## src/rtl/accu_pkg.sv

```systemverilog
// Shared width helpers and sample extension for the group accumulator.
package accu_pkg;

  function automatic int out_w(input int data_w, input int depth);
    return data_w + $clog2(depth);
  endfunction

  function automatic int cnt_w(input int depth);
    return $clog2(depth + 1);
  endfunction

  // Extends the low data_w bits of sample to 64 bits, by sign or by zero.
  function automatic logic [63:0] ext(input logic [63:0] sample,
                                      input int unsigned data_w,
                                      input bit is_signed);
    logic [63:0] mask;
    logic [63:0] v;
    mask = (64'd1 << data_w) - 64'd1;
    v    = sample & mask;
    if (is_signed && v[data_w-1]) v = v | ~mask;
    return v;
  endfunction

endpackage

```

## src/rtl/accu_out_slot.sv

```systemverilog
// One-entry valid/ready output register holding a group sum and its sample count.
module accu_out_slot #(
  parameter int OUT_W = 10,
  parameter int CNT_W = 3
) (
  input  logic             clk,
  input  logic             rst_n,
  input  logic             load_i,
  input  logic [OUT_W-1:0] data_i,
  input  logic [CNT_W-1:0] count_i,
  input  logic             ready_i,
  output logic [OUT_W-1:0] data_o,
  output logic [CNT_W-1:0] count_o,
  output logic             valid_o,
  output logic             slot_free_o
);

  logic [OUT_W-1:0] data_q;
  logic [CNT_W-1:0] count_q;
  logic             valid_q, valid_d;

  assign slot_free_o = !valid_q || ready_i;

  // Load wins over a take: a simultaneous take and reload keeps valid high.
  always_comb begin
    valid_d = valid_q;
    if (load_i)       valid_d = 1'b1;
    else if (ready_i) valid_d = 1'b0;
  end

  // NOTE: sequential state uses non-blocking assignments so every register
  // samples the pre-edge values of the others, independent of block order.
  always_ff @(posedge clk or negedge rst_n) begin
    if (!rst_n) begin
      data_q  <= '0;
      count_q <= '0;
      valid_q <= 1'b0;
    end else begin
      valid_q <= valid_d;
      if (load_i) begin
        data_q  <= data_i;
        count_q <= count_i;
      end
    end
  end

  assign data_o  = data_q;
  assign count_o = count_q;
  assign valid_o = valid_q;

endmodule

```

## src/rtl/accu_group.sv

```systemverilog
// Sums groups of DEPTH accepted samples (or fewer on flush) into a
// back-pressurable output slot with zero-bubble streaming between groups.
module accu_group
  import accu_pkg::*;
#(
  parameter int  DATA_W = 8,
  parameter int  DEPTH  = 4,
  parameter bit  SIGNED = 1'b0,
  localparam int OUT_W  = out_w(DATA_W, DEPTH),
  localparam int CNT_W  = cnt_w(DEPTH)
) (
  input  logic              clk,
  input  logic              rst_n,
  input  logic [DATA_W-1:0] data_in,
  input  logic              valid_in,
  output logic              ready_in,
  input  logic              flush,
  output logic [OUT_W-1:0]  data_out,
  output logic [CNT_W-1:0]  count_out,
  output logic              valid_out,
  input  logic              ready_out
);

  localparam logic [CNT_W-1:0] LAST = CNT_W'(DEPTH - 1);

  logic [OUT_W-1:0] acc_q, acc_d;
  logic [CNT_W-1:0] cnt_q, cnt_d;
  logic [OUT_W-1:0] sample_ext;
  logic [OUT_W-1:0] sum;
  logic [CNT_W-1:0] count_sum;
  logic             slot_free;
  logic             accept;
  logic             close;

  assign sample_ext = OUT_W'(ext(64'(data_in), DATA_W, SIGNED));

  // Stall only when this cycle could close a group while the slot is held;
  // deliberately independent of valid_in.
  assign ready_in = !(((cnt_q == LAST) || flush) && !slot_free);
  assign accept   = valid_in && ready_in;

  assign sum       = acc_q + (accept ? sample_ext : '0);
  assign count_sum = cnt_q + {{(CNT_W-1){1'b0}}, accept};

  // With the slot blocked, ready_in is low in every closing case, so gating
  // by slot_free only suppresses a flush of an already non-empty group.
  assign close = slot_free &&
                 ((accept && (cnt_q == LAST)) || (flush && (cnt_q != '0 || accept)));

  // NOTE: every variable gets a default first so no path leaves it unassigned,
  // which would otherwise infer a latch.
  always_comb begin
    acc_d = acc_q;
    cnt_d = cnt_q;
    if (close) begin
      acc_d = '0;
      cnt_d = '0;
    end else if (accept) begin
      acc_d = sum;
      cnt_d = count_sum;
    end
  end

  always_ff @(posedge clk or negedge rst_n) begin
    if (!rst_n) begin
      acc_q <= '0;
      cnt_q <= '0;
    end else begin
      acc_q <= acc_d;
      cnt_q <= cnt_d;
    end
  end

  accu_out_slot #(
    .OUT_W (OUT_W),
    .CNT_W (CNT_W)
  ) u_slot (
    .clk         (clk),
    .rst_n       (rst_n),
    .load_i      (close),
    .data_i      (sum),
    .count_i     (count_sum),
    .ready_i     (ready_out),
    .data_o      (data_out),
    .count_o     (count_out),
    .valid_o     (valid_out),
    .slot_free_o (slot_free)
  );

endmodule
```

## config.mk

```make
export PLATFORM = sky130hd
export DESIGN_NAME = accu_group
export DESIGN_NICKNAME = d
export VERILOG_FILES = /design/src/rtl/accu_pkg.sv /design/src/rtl/accu_out_slot.sv /design/src/rtl/accu_group.sv
export SDC_FILE = /design/constraint.sdc
export NUM_CORES = 1
export LEC_CHECK = 0
export CAP_MARGIN = 20
export CORE_ASPECT_RATIO = 1.4
export CORE_MARGIN = 5
export CORE_UTILIZATION = 50
export CTS_BUF_LIST = sky130_fd_sc_hd__clkbuf_16
export DETAILED_ROUTE_END_ITERATION = 8
export PLACE_DENSITY = 0.83
export SLEW_MARGIN = 10
export SYNTH_ARGS = -nofsm -noshare
export SYNTH_HDL_FRONTEND = slang
export SYNTH_SLANG_ARGS = --single-unit
```

## constraint.sdc

```tcl
create_clock -name clk -period 6.6 [get_ports clk]
set_input_delay 1.32 -clock clk [delete_from_list [all_inputs] [get_ports clk]]
set_output_delay 1.32 -clock clk [all_outputs]
set_load 0.005 [all_outputs]
```

* After elaboration in Yosys (flattened, before gate mapping) *
Cells that the tools add are included.

word-level totals
  latch bits = 0
  RAM bits = 0
  logic and storage cells = 30
  bits of input ports = 13
  memories = 0
  ROM bits = 0
  register bits = 27
  output and inout bits = 15

operators by class
  add/sub/neg operators = 2
  muxes and demuxes = 7
  eq/ne operators = 1
  shift operators = 0
  bitwise operators = 0
  multipliers = 0
  magnitude comparators = 0
  reduce and logical (&&, ||, !) cells = 15
  divide/modulo/power cells = 0

operators by type and width
  kind                                                  count
  2-to-1 mux 10 bit                                     2
  adder 10 x 8 -> 10 bit                                1
  2-to-1 mux 8 bit                                      1
  2-to-1 mux 3 bit                                      2
  logical AND 1 bit                                     5
  logical OR 1 bit                                      4
  nonzero test 2 bit                                    2
  adder 3 x 1 -> 3 bit                                  1
  equality test 3 x 2 -> 1 bit (second input constant)  1
  logical NOT 1 bit                                     3
  nonzero test 3 bit                                    1
  2-to-1 mux 1 bit                                      2

* Depth between registers and ports, before layout *
  depth in word-level cells = 11
  mapped depth = 13
  gate-level depth less buffers = 12

* Hierarchy *
A second synthesis with hierarchy kept.

unflattened totals
  cells, all modules = 152
  area, all modules = 1,619.1 um^2

modules (own cells, without submodules)
  module         area each (um^2)  times used  cells each
  accu_group     1,098.6           1           122
  accu_out_slot  520.5             1           30

* Least setup slack after synthesis *
No wires, ideal clock.

  kind = input-to-reg
  from = input ready_out
  to = register acc_q[8]
  arrival time = 3.612 ns
  buffers on the path = 1
  setup slack = 2.922 ns
  data required time = 6.534 ns
  stages = 13
  path through = nand2b_1 -> a22oi_2 -> inv_1 -> buf_2 -> and2_1 -> ha_1 -> inv_1 -> fa_1 -> nor2b_1 -> o31a_1 -> o221ai_1 -> or4_1 -> nand2_1

between the ends
  longest elaborated chain between the ends = 10
  elaborated cells on any way between the ends = 15

ends and longest elaborated chain
  item                                                                            line                 RTL
  from (decl)                                                                     accu_group.sv:21     input logic ready_out
  logical OR 1 bit *                                                              accu_out_slot.sv:22  assign slot_free_o = !valid_q || ready_i;
  parallel branches: the longest is 9 deep, another holds adder 10 x 8 -> 10 bit  n/a
  to (signal assigned)                                                            accu_group.sv:66     acc_q <= '0;
  to (signal assigned)                                                            accu_group.sv:69     acc_q <= acc_d;
  to (decl)                                                                       accu_group.sv:26     logic [OUT_W-1:0] acc_q, acc_d;

Mark *: on every way between the ends. The select of a mux whose other input is x is not followed.
A chain may end at the register's enable or synchronous reset.

* Final worst setup path *
  from = input valid_in
  to = register u_slot.data_q[7] (netlist: u_slot.data_o[7])

between the ends
  longest elaborated chain between the ends = 5
  elaborated cells on any way between the ends = 8

ends and longest elaborated chain
  item                                                                            line                 RTL
  from (decl)                                                                     accu_group.sv:15     input logic valid_in,
  logical AND 1 bit *                                                             accu_group.sv:40     assign accept = valid_in && ready_in;
  parallel branches: the longest is 4 deep, another holds adder 10 x 8 -> 10 bit  n/a
  to (signal assigned)                                                            accu_out_slot.sv:41  data_q <= data_i;
  to (decl)                                                                       accu_out_slot.sv:18  logic [OUT_W-1:0] data_q;

Mark *: on every way between the ends.

==> results_dict.tcl <==
set metrics [dict create \
    gr-total-overflow 0 \
    relSlewSlack 0.533 \
    p_int_w 0.000481 \
    synth.largest_area_cell "dfrtp_1" \
    coreArea_mm2 0.00306 \
    post_cts_buffers 0 \
    num_antenna_cells 0 \
    die_w_um 57.3 \
    drive_gt1_frac 0.0296 \
    swShare 0.360 \
    clk_pin_slew_ns 0.06 \
    ys_types 32 \
    htree_num_levels 1 \
    switchingPower_w 0.000270 \
    grtUsageTotal 0.164 \
    clockRootBuffer "clkbuf_16" \
    dieArea_mm2 0.00437 \
    netlist_area_mm2 0.00157 \
    grt_pass1_vias 1340 \
    antenna_found_initial 0 \
    hold_buffers 0 \
    clock-sinks 27 \
    wl_per_cell_um 13.7 \
    yosysMostFrequentCell "nand2_1" \
    drtAntennaViolNets 0 \
    synthToLayoutAreaGrowth_pct 24.4 \
    cts-buffers-inserted 3 \
    cts_max_path_buffers 2 \
    multiInputGateArea_um2 837 \
    fin_tns_setup_ns 0 \
    initial_utilization 0.511 \
    post-dp-hpwl_um 2430 \
    grt_setup_unrepaired "no" \
    hold_viol_final 0 \
    vias 1326 \
    die_h_um 76.2 \
    synth_commonest_cells "nand2_1 (38), dfrtp_1 (27), o21ai_0 (17), nor2_1 (13), ha_1 (10)" \
    cp.arrival_ns 4.70 \
    setup_viol 0 \
    power.density_mw_per_mm2 386 \
    io_buffer_count 27 \
    drt-total-wl_um 3310 \
    drtIter0Drc 34 \
    crit_required_ns 6.74 \
    status "finished clean" \
    clock.fmax_mhz 219 \
    worstSkewPairLatency_ns 0.26 \
    placementRows 24 \
    syn_avg_cell_area_um2 8.90 \
    hold_path.class "flop to flop" \
    via_per_inst 5.48 \
    dp_slack_ns 1.83 \
    yosys.area.top_type_share 0.431 \
    synth_area_leaders "dfrtp_1 (43%), nand2_1 (9.1%), ha_1 (8.0%)" \
    gp_congestion 0.829 \
    maxCapViolCount 0 \
    combPwrFrac 0.461 \
    yosys_warnings 0 \
    drcViolationCount 0 \
    synth_edf_count 0 \
    grt_max_degree 28 \
    critical_path_class "input pin to flop" \
    path_max_fanout 17 \
    clockPowerShare 0.179 \
    dp_cells 238 \
    cts_resized 0 \
    ir_worst_vdd_mv 0.220 \
    io_pins 28 \
    layout.area.seq_um2 676 \
    fillerInstances 271 \
    synth-async-reset-ratio 1.00 \
    tightest_slew_ns 0.701 \
    fin_skew_ns 0.00168 \
    fin_nets 228 \
    yosysSeqAreaShare 0.431 \
    setup_ws_ns 2.03 \
    seq_power_share 0.359 \
    synthCells 176 \
    synth_seq_cells 27 \
    layout_min_cycle_time_ns 4.57 \
    syn_nets 200 \
    cp-end-kind "flop" \
    hold_ws_ns 0.476 \
    grt_pass1_wl_um 5820 \
    p_leak_nw 0.878 \
    min_period_over_period 0.692 \
    slew_violations 0 \
    startpoint_type "input pin" \
    fin_cells 242 \
    synth_flop_cell "dfrtp_1" \
    drt_pre_antenna_iters 4 \
    tritoncts "yes" \
]
-- through the flow --
step	power, W	instance area [um2]	util
final	0.000751	1950	0.636
after global routing	0.000816	1950	0.636
after CTS	0.000757	1950	0.636
after detailed placement	0.000614	1870	0.610
after global placement	0.000598	1870	0.610
after floorplan	0.000482	1570	-
-- worst max-delay path: stages --
cell and delay [ns]:
clkdlybuf4s50_1 0.48, nor2b_1 0.18, a22oi_2 0.57, inv_1 0.39, nand2_1 0.22, inv_1 0.06
ha_1 0.27, a211oi_1 0.51, o21a_1 0.22, o21ai_0 0.16, xnor2_1 0.22, o21ai_0 0.09
-- layout by cell type (no fill, tap or decap), drive strengths merged, types with 3 or more instances in the layout --
cell type       n
dfrtp          27
inv             7
xnor2           4
o21a            3
ha             10
a21oi           9
o211ai          4
nor2           13
clkbuf          3
nand2b          5
and2            8
clkdlybuf4s50  27
nand2          38
o21ai          17
xor2            4
-- flip-flops by register name, indices dropped and copies added (netlist names) --
register and cells:
u_slot.data_o 10, cnt_q 3, u_slot.valid_o 1, u_slot.count_o 3
acc_q 10
-- per-layer routing --
layer | global-route usage | share of wire
met3 | 0.0237 | 0.053
met4 | 0.0742 | 0.024
met2 | 0.279 | 0.52
met5 | 0 | 0
met1 | 0.200 | 0.40
-- final timing paths --
kind,startpoint,end,slack [ns],cells past startpoint
max reg2reg,cnt_q[2]$_DFFE_PN0P_,u_slot.data_o[7]$_DFFE_PN0P_,3.10,11
max in group asynchronous,rst_n,acc_q[8]$_DFFE_PN0P_,4.92,2
min,u_slot.count_o[0]$_DFFE_PN0P_,u_slot.count_o[0]$_DFFE_PN0P_,0.48,2
min in group asynchronous,rst_n,u_slot.count_o[1]$_DFFE_PN0P_,1.43,2
min reg2reg,u_slot.count_o[0]$_DFFE_PN0P_,u_slot.count_o[0]$_DFFE_PN0P_,0.48,2
max,valid_in,u_slot.data_o[7]$_DFFE_PN0P_,2.03,12
-- power groups by stage --
stage	clock network [W]	registers (W)	logic, W
6_report	0.000135	0.000270	0.000346
4_1_cts	0.000137	0.000271	0.000349
5_1_grt	0.000146	0.000278	0.000392
3_3_place_gp	0	0.000269	0.000329
2_1_floorplan	0	0.000269	0.000213
3_5_place_dp	0	0.000273	0.000341
-- cell families (layout without fill, tap and decap cells) --
kind of cell    count (synthesis)  in the layout  synth area share
flops                          27             27             0.431
buf+inv                        12             39            0.0343
simple gates                   74             74             0.217
mux                             2              2            0.0128
xor+xnor                        8              8            0.0447
fa+ha+maj                      11             11            0.0927
compound gates                 42             42             0.167
-- layout make-up --
type / count / share of cell area
inverter: 6 / 0.0116
tap: 39 / 0.0250
clock buffer: 3 / 0.0385
clock inverter: 1 / 0.00193
timing repair buffer: 29 / 0.146
multi-input combinational: 137 / 0.430
sequential: 27 / 0.347
Note: power is estimated with default switching activity, not from simulation.
==> RTL edit: new RTL, config.mk and constraints unchanged <==
Reset style: synchronous (`rst_n`), changed in 2 clocked blocks.
--- a/src/rtl/accu_out_slot.sv
+++ b/src/rtl/accu_out_slot.sv
@@ -31,5 +31,5 @@
   // NOTE: sequential state uses non-blocking assignments so every register
   // samples the pre-edge values of the others, independent of block order.
-  always_ff @(posedge clk or negedge rst_n) begin
+  always_ff @(posedge clk) begin
     if (!rst_n) begin
       data_q  <= '0;
--- a/src/rtl/accu_group.sv
+++ b/src/rtl/accu_group.sv
@@ -62,5 +62,5 @@
   end
 
-  always_ff @(posedge clk or negedge rst_n) begin
+  always_ff @(posedge clk) begin
     if (!rst_n) begin
       acc_q <= '0;
Function: differs if rst_n is asserted again (counterexample within 4 cycles, from zero or initial values and one cycle with rst_n low); with rst_n held inactive, the same outputs for 10 cycles.
==> RTL edit against the original RTL <==
Design area decreased by 5.8%. Die area decreased by 5.9%. Sequential cell count stayed put. Wire length rose by 5.6%. Area after synthesis shrank 6.9%. Setup slack worse by 0.44 ns. First-iteration DRC count down 32%. Critical endpoint is now acc_q[8]. Largest cell class unchanged.
Power is not compared: it rests on default switching activity, and its combinational part moved more than twofold at a synthesized area within 25%.
==> RTL edit: results (changes against the original RTL) <==
Final layout
  – Plain + repair buffers: 28 (was 29)
  – Nets: 213 (was 228)
  – Filler Cells Inserted: 235 (was 271)
  – Multi-input gate area: 865 µm² (was 837 µm²)

Synthesis
  – Synth cell count leaders: dfxtp_1 (27), nand2_1 (21), a21oi_1 (14), a22o_1 (12), ha_1 (10) (was nand2_1 (38), dfrtp_1 (27), o21ai_0 (17), nor2_1 (13), ha_1 (10))
  – Main synth FF type: dfxtp_1 (was dfrtp_1)
  – Adder-cell share of the synthesized area: 0.0996 (was 0.0927)
  – Seq/Total Area, Yosys: 0.371 (was 0.431)
  – XOR/XNOR share of the synthesized area: 0.0541 (was 0.0447)
  – Net Count, Synth: 187 (was 200)
  – Mapped Avg Cell Area: 8.94 µm² (was 8.90 µm²)

Placed design
  – Final GP Congestion: 0.881 (was 0.829)
  – Dpl cells: 220 (was 238)
  – DP Area: 1740 µm² (was 1870 µm²)
  – Pre-CTS setup slack: 1.35 ns (was 1.83 ns)

GRT
  – Total GRT Usage: 0.183 (was 0.164)
  – Vias in the first global route: 1314 (was 1340)

Critical path
  – Worst Setup SP: flush (was valid_in)
  – CP Max Fanout: 13 (was 17)
  – Reg2reg start: cnt_q[2] (unchanged)
  – Critical path endpoint: acc_q[8] (was u_slot.data_o[7])

STA
  – Fmax achieved: 200 MHz (was 219 MHz)
  – Headroom to the max-slew limit: 0.412 (was 0.533)

Route
  – Vias per Instance: 5.78 (was 5.48)
  – Drt initial violations: 23 (was 34)
  – WL/cell: 15.5 µm (was 13.7 µm)

Status
  – Status: finished, final reports clean (unchanged)
-- RTL edit: changes by cell type after synthesis, moves of 4 or more --
cell,before,now
o21ai_0,17,6
a22o_1,0,12
dfrtp_1,27,0
nand2_1,38,21
nor2_1,13,9
and3_1,0,8
dfxtp_1,0,27
and2_1,8,1
a21oi_1,9,14
-- RTL edit: power groups by stage --
stage	logic, µW	clock network, µW	registers [µW]
floorplan	46.1	0	178
global placement	68.6	0	179
detailed placement	70.5	0	179
CTS	71.3	140	176
global route	79.3	148	177
finish	71.4	138	176
-- RTL edit: worst min-delay path by stage --
| stage | from | end | slack [ns] |
|---|---|---|---|
| 2_1_floorplan | acc_q[0] | acc_q[0] | 0.44 |
| 3_3_place_gp | u_slot.data_o[3] | u_slot.data_o[3] | 0.46 |
| 3_5_place_dp | acc_q[0] | acc_q[0] | 0.46 |
| 4_1_cts | u_slot.data_o[4] | u_slot.data_o[4] | 0.48 |
| 5_1_grt | u_slot.data_o[7] | u_slot.data_o[7] | 0.51 |
| 6_report | u_slot.data_o[4] | u_slot.data_o[4] | 0.48 |
-- RTL edit: worst max-delay path: stages --
cell and delay, ns:
clkdlybuf4s50_1 0.48, o21ai_1 0.66, nand2_1 0.42, inv_1 0.40, nand2_1 0.16, fa_1 0.44
nand2b_1 0.17, a2111oi_0 0.57, o211ai_1 0.22, xor2_1 0.20, nor2_1 0.07
-- RTL edit: routing by layer --
metal | track usage | up-vias | part of all wire | wire, µm
met5 | 0 | - | 0 | 0
met4 | 0.0865 | 0 | 0.028 | 98
met3 | 0.0228 | 10 | 0.045 | 158
met2 | 0.351 | 38 | 0.54 | 1890
met1 | 0.197 | 613 | 0.39 | 1350
li1 | - | 640 | - | -
